### src/rtl/spi_pkg.sv
// Shared types and constants for the SPI memory master.
package spi_pkg;

  localparam int unsigned SPI_FRAME_BITS = 16;
  localparam int unsigned SPI_ADDR_BITS  = 7;
  localparam int unsigned SPI_DATA_BITS  = 8;
  localparam int unsigned SPI_IDX_BITS   = 4;
  localparam int unsigned SPI_CNT_BITS   = 8;
  localparam logic        SPI_RW_READ    = 1'b1;

  typedef enum logic [2:0] {
    IDLE,
    LOW,
    HIGH,
    HOLD,
    GAP
  } spi_state_e;

  // Build the outgoing frame: address, rw flag, then data (zeros on reads).
  function automatic logic [SPI_FRAME_BITS-1:0] spi_frame(
    input logic [SPI_ADDR_BITS-1:0] addr,
    input logic                     rw,
    input logic [SPI_DATA_BITS-1:0] wdata
  );
    logic [SPI_DATA_BITS-1:0] data;
    data = (rw == SPI_RW_READ) ? '0 : wdata;
    return {addr, rw, data};
  endfunction

endpackage

### src/rtl/spi_phase_timer.sv
// Phase down-counter: reloads to CLKDIV-1 and flags the last cycle of each phase.
module spi_phase_timer
  import spi_pkg::*;
#(
  parameter int unsigned CLKDIV = 8
) (
  input  logic clk,
  input  logic reset,
  input  logic load,
  input  logic run,
  output logic phase_end
);

  localparam logic [SPI_CNT_BITS-1:0] RELOAD = SPI_CNT_BITS'(CLKDIV - 1);

  logic [SPI_CNT_BITS-1:0] count_q, count_d;
  logic                    phase_end_q, phase_end_d;

  // Next count; phase_end is registered so it is high exactly while count is 0.
  always_comb begin
    count_d     = count_q;
    phase_end_d = 1'b0;
    if (load) begin
      count_d = RELOAD;
    end else if (run) begin
      count_d     = (count_q == '0) ? RELOAD : count_q - SPI_CNT_BITS'(1);
      phase_end_d = (count_d == '0);
    end
  end

  // Counter and pulse registers.
  always_ff @(posedge clk or posedge reset) begin
    if (reset) begin
      count_q     <= '0;
      phase_end_q <= 1'b0;
    end else begin
      count_q     <= count_d;
      phase_end_q <= phase_end_d;
    end
  end

  assign phase_end = phase_end_q;

endmodule

### src/rtl/spi_memory_master.sv
// SPI mode-0 initiator issuing single-byte read/write frames to the SPI memory slave.
module spi_memory_master
  import spi_pkg::*;
#(
  parameter int unsigned CLKDIV = 8
) (
  input  logic       clk,
  input  logic       reset,
  input  logic       start,
  input  logic       rw,
  input  logic [6:0] addr,
  input  logic [7:0] wdata,
  output logic [7:0] rdata,
  output logic       busy,
  output logic       done,
  output logic       sclk_pin,
  output logic       cs_pin,
  output logic       mosi_pin,
  input  logic       miso_pin
);

  localparam logic [SPI_IDX_BITS-1:0] LAST_IDX       = SPI_IDX_BITS'(SPI_FRAME_BITS - 1);
  localparam logic [SPI_IDX_BITS-1:0] FIRST_DATA_IDX = SPI_IDX_BITS'(SPI_FRAME_BITS - SPI_DATA_BITS);

  spi_state_e                state_q, state_d;
  logic [SPI_FRAME_BITS-1:0] tx_q, tx_d;
  logic [SPI_DATA_BITS-1:0]  rx_q, rx_d;
  logic [SPI_DATA_BITS-1:0]  rdata_q, rdata_d;
  logic [SPI_IDX_BITS-1:0]   bit_idx_q, bit_idx_d;
  logic                      rw_q, rw_d;
  logic                      busy_q, busy_d;
  logic                      done_q, done_d;
  logic                      sclk_q, sclk_d;
  logic                      cs_q, cs_d;
  logic                      mosi_q, mosi_d;
  logic                      timer_load_c;
  logic                      timer_run_c;
  logic                      phase_end;

  assign timer_run_c = (state_q != IDLE);

  spi_phase_timer #(
    .CLKDIV(CLKDIV)
  ) u_timer (
    .clk      (clk),
    .reset    (reset),
    .load     (timer_load_c),
    .run      (timer_run_c),
    .phase_end(phase_end)
  );

  // Frame sequencing: next state, shift registers and pin values.
  always_comb begin
    state_d      = state_q;
    tx_d         = tx_q;
    rx_d         = rx_q;
    rdata_d      = rdata_q;
    bit_idx_d    = bit_idx_q;
    rw_d         = rw_q;
    busy_d       = busy_q;
    done_d       = 1'b0;
    sclk_d       = sclk_q;
    cs_d         = cs_q;
    mosi_d       = mosi_q;
    timer_load_c = 1'b0;

    case (state_q)
      IDLE: begin
        if (start) begin
          state_d      = LOW;
          rw_d         = rw;
          tx_d         = spi_frame(addr, rw, wdata);
          bit_idx_d    = '0;
          mosi_d       = addr[SPI_ADDR_BITS-1];
          cs_d         = 1'b0;
          busy_d       = 1'b1;
          timer_load_c = 1'b1;
        end
      end
      LOW: begin
        if (phase_end) begin
          if ((bit_idx_q >= FIRST_DATA_IDX) && (rw_q == SPI_RW_READ)) begin
            rx_d = {rx_q[SPI_DATA_BITS-2:0], miso_pin};
          end
          state_d = HIGH;
          sclk_d  = 1'b1;
        end
      end
      HIGH: begin
        if (phase_end) begin
          sclk_d = 1'b0;
          if (bit_idx_q == LAST_IDX) begin
            state_d = HOLD;
            mosi_d  = 1'b0;
          end else begin
            state_d   = LOW;
            bit_idx_d = bit_idx_q + SPI_IDX_BITS'(1);
            tx_d      = {tx_q[SPI_FRAME_BITS-2:0], 1'b0};
            mosi_d    = tx_q[SPI_FRAME_BITS-2];
          end
        end
      end
      HOLD: begin
        if (phase_end) begin
          state_d = GAP;
          done_d  = 1'b1;
          cs_d    = 1'b1;
          if (rw_q == SPI_RW_READ) begin
            rdata_d = rx_q;
          end
        end
      end
      GAP: begin
        if (phase_end) begin
          state_d = IDLE;
          busy_d  = 1'b0;
        end
      end
      default: begin
        state_d = IDLE;
      end
    endcase
  end

  // State and output registers; reset aborts any frame immediately.
  always_ff @(posedge clk or posedge reset) begin
    if (reset) begin
      state_q   <= IDLE;
      tx_q      <= '0;
      rx_q      <= '0;
      rdata_q   <= '0;
      bit_idx_q <= '0;
      rw_q      <= 1'b0;
      busy_q    <= 1'b0;
      done_q    <= 1'b0;
      sclk_q    <= 1'b0;
      cs_q      <= 1'b1;
      mosi_q    <= 1'b0;
    end else begin
      state_q   <= state_d;
      tx_q      <= tx_d;
      rx_q      <= rx_d;
      rdata_q   <= rdata_d;
      bit_idx_q <= bit_idx_d;
      rw_q      <= rw_d;
      busy_q    <= busy_d;
      done_q    <= done_d;
      sclk_q    <= sclk_d;
      cs_q      <= cs_d;
      mosi_q    <= mosi_d;
    end
  end

  assign rdata    = rdata_q;
  assign busy     = busy_q;
  assign done     = done_q;
  assign sclk_pin = sclk_q;
  assign cs_pin   = cs_q;
  assign mosi_pin = mosi_q;

endmodule
### config.mk
export PLATFORM = sky130hd
export DESIGN_NAME = spi_memory_master
export DESIGN_NICKNAME = d
export VERILOG_FILES = /design/src/rtl/spi_pkg.sv /design/src/rtl/spi_phase_timer.sv /design/src/rtl/spi_memory_master.sv
export SDC_FILE = /design/constraint.sdc
export NUM_CORES = 1
export LEC_CHECK = 0
export ABC_AREA = 1
export BUFFER_PORTS_ARGS = -buffer_cell sky130_fd_sc_hd__clkbuf_2
export CAP_MARGIN = 15
export CORE_MARGIN = 5
export CORE_UTILIZATION = 55
export CTS_BUF_LIST = sky130_fd_sc_hd__clkbuf_8
export DETAILED_ROUTE_END_ITERATION = 8
export PLACE_DENSITY = 0.76
export SLEW_MARGIN = 10
export SYNTH_ARGS = -nofsm -noshare
export SYNTH_HDL_FRONTEND = slang
export SYNTH_HIERARCHICAL = 1
export SYNTH_SLANG_ARGS = --single-unit
### constraint.sdc
create_clock -name clk -period 1.98 [get_ports clk]
set_input_delay 0.198 -clock clk [delete_from_list [all_inputs] [get_ports clk]]
set_output_delay 0.198 -clock clk [all_outputs]
set_load 0.005 [all_outputs]
==> out/metrics.csv <==
metric;value;unit
synth-edff-count;0;
antenna_found_initial;0;
relSlewSlack;50.05;%
area_growth;11.68;%
post_cts_buffers;0;
clkPwrFrac;16.8;%
cp_max_fo;6;
synth.avg_cell_area;7.763;um2
ir_worst_vdd;0.0006134;V
cts_buffers;5;
fin_nets;412;
fp.dieH;80.49;um
die-area;6478;um2
finalSetupViolCount;0;
power_density;1195;nW/um2
fin_crit_sh;83.40;%
grt_setup_unrepaired;no;
fmax;605.6;MHz
grt_overflow_total;0;
pwr-share-comb;40.1;%
root_buffer;clkbuf_8;
finalClockSkew;0.008103;ns
place_area;2950;um2
cp.required;2.18;ns
ys_types;28;
ys_warn_count;6;
drt_iter0_markers;136;
numClockSinks;53;
power_switching;1.567;mW
grt_usage;18.32;%
portBuffers;32;
path_clk_slew;0.10;ns
clk_latency;0.31;ns
synth-seq-cells;53;
ant_nets;0;
drc;0;
place_inst;446;
cts_tree;done;
cts_buffer_depth;2;
seq_area;1328;um2
syn_nets;377;
power_leakage;1.619;nW
fp.coreArea;4786;um2
fill_cells;446;
rows;25;
grt_pass1_vias;2139;
switching_share;43.00;%
layout_common_cells;nand2_1 (144), dfrtp_1 (52), inv_1 (35);
cp-end-kind;flop;
status;finished, final reports clean;
final_common_cell;nand2_1;
ios;33;
cp.arrival;1.85;ns
worst_setup_path_start_kind;flop;
grt_max_degree;27;
hp-start;miso_pin;
final_util;63.76;%
setup.worst_path.start;state_q[0];
crit_type;flop to flop;
dp_hpwl;3.735;mm
period_needed;1.651;ns
grt_pass1_wl;9.356;mm
finalHoldViolCount;0;
cts_resized;0;
vias_per_cell;4.908;
hold_path_class;input port to flop;
htreeDepth;2;
start_util;57.10;%
vias;2233;
tns;0;ns
internal-power;2.078;mW
syn_area;2733;um2
multi_input_area;1194;um2
final_cells;455;
power_frac_seq;43.1;%
reg2reg_from;state_q[0];
hold_buffers;1;
async_flop_share;100.0;%
first_pass_iters;4;
n_antenna_cell;0;
drive_gt1_share;19.07;%
drv_cap;0;
syn_inst;352;
wire_per_inst;11.31;um
whs;0.1471;ns
wl;5.146;mm
maxSlewViolCount;0;
tightest_slew;0.7446;ns
place_congestion;0.8131;
die_x;80.49;um
ys.flop_type;dfrtp_1;
yosysSeqAreaShare;48.58;%
fin_area;3052;um2
-- path summary, 6_finish.rpt --
path,end,depth (start not counted),slack [ns]
worst min-delay path,rx_q[0],3,0.15
min in group asynchronous,u_timer/count_q[3],3,0.40
max in group asynchronous,cs_pin,4,0.91
worst max-delay path,u_timer/count_q[4],8,0.33
worst max register to register,u_timer/count_q[4],8,0.33
worst min register to register,cs_pin,2,0.47
-- worst max-delay path, stage by stage (launching register included) --
cell	delay (ns)
dfrtp_1	0.47
nor2_4	0.20
nand2_1	0.16
nor2_2	0.19
inv_1	0.06
nand2_1	0.15
inv_1	0.14
nand3_1	0.10
o21ai_0	0.07
-- metrics by stage --
step	setup WS (ns)	total power, mW
final	0.3287	3.645
after global routing	0.1105	3.977
after CTS	0.3307	3.677
after detailed placement	0.3363	3.059
after global placement	0.3707	3.018
after floorplan	0.5885	2.763
-- cell type report --
cell class / instances / share of cell area (%)
inverters: 40 / 4.920
clock buffers: 5 / 2.255
well taps: 67 / 2.747
clock inverters: 3 / 0.7380
multi-input cells: 251 / 39.11
flip-flops and latches: 53 / 43.50
repair buffers: 36 / 6.724
-- registers in the layout (all words and copies together) (netlist names), 3 cells and up --
register         flops
u_timer/count_q      8
bit_idx_q            4
rx_q                 8
state_q              3
tx_q                15
rdata                8
-- cells in the mapped netlist, drive strengths merged, types with 2 or more instances --
library cell / n / area (um2)
nand2: 152 / 600.6
dfrtp: 52 / 1301
inv: 39 / 146.4
nor2: 29 / 146.4
nand3: 27 / 150.2
o21ai: 27 / 161.4
buf: 8 / 61.31
ha: 5 / 62.56
a21oi: 2 / 10.01
nand4: 2 / 12.51
xnor2: 2 / 17.52
-- cell families (layout without fill, tap and decap cells) --
family / count (synthesis) / in the layout / synth area share, %
buffers and inverters: 48 / 84 / 7.738
AO/OA/AOI/OAI: 33 / 33 / 7.281
XOR/XNOR: 2 / 2 / 0.6411
flip-flops: 53 / 53 / 48.58
adder cells (fa/ha/maj): 5 / 5 / 2.289
AND/OR/NAND/NOR: 211 / 211 / 33.47
-- power by group through the flow --
stage | sequential [mW] | combinational [mW] | clock, mW
floorplan | 1.52 | 1.24 | 0
global placement | 1.58 | 1.43 | 0
detailed placement | 1.58 | 1.48 | 0
CTS | 1.57 | 1.47 | 0.634
global route | 1.60 | 1.69 | 0.680
finish | 1.57 | 1.46 | 0.613
-- routing by layer --
metal	track usage (%)	part of all wire [%]
met5	0	0
met1	24.03	49
met3	3.812	4.1
met2	30.38	46
met4	5.574	1.4
Power figures use the tool's default switching activity.
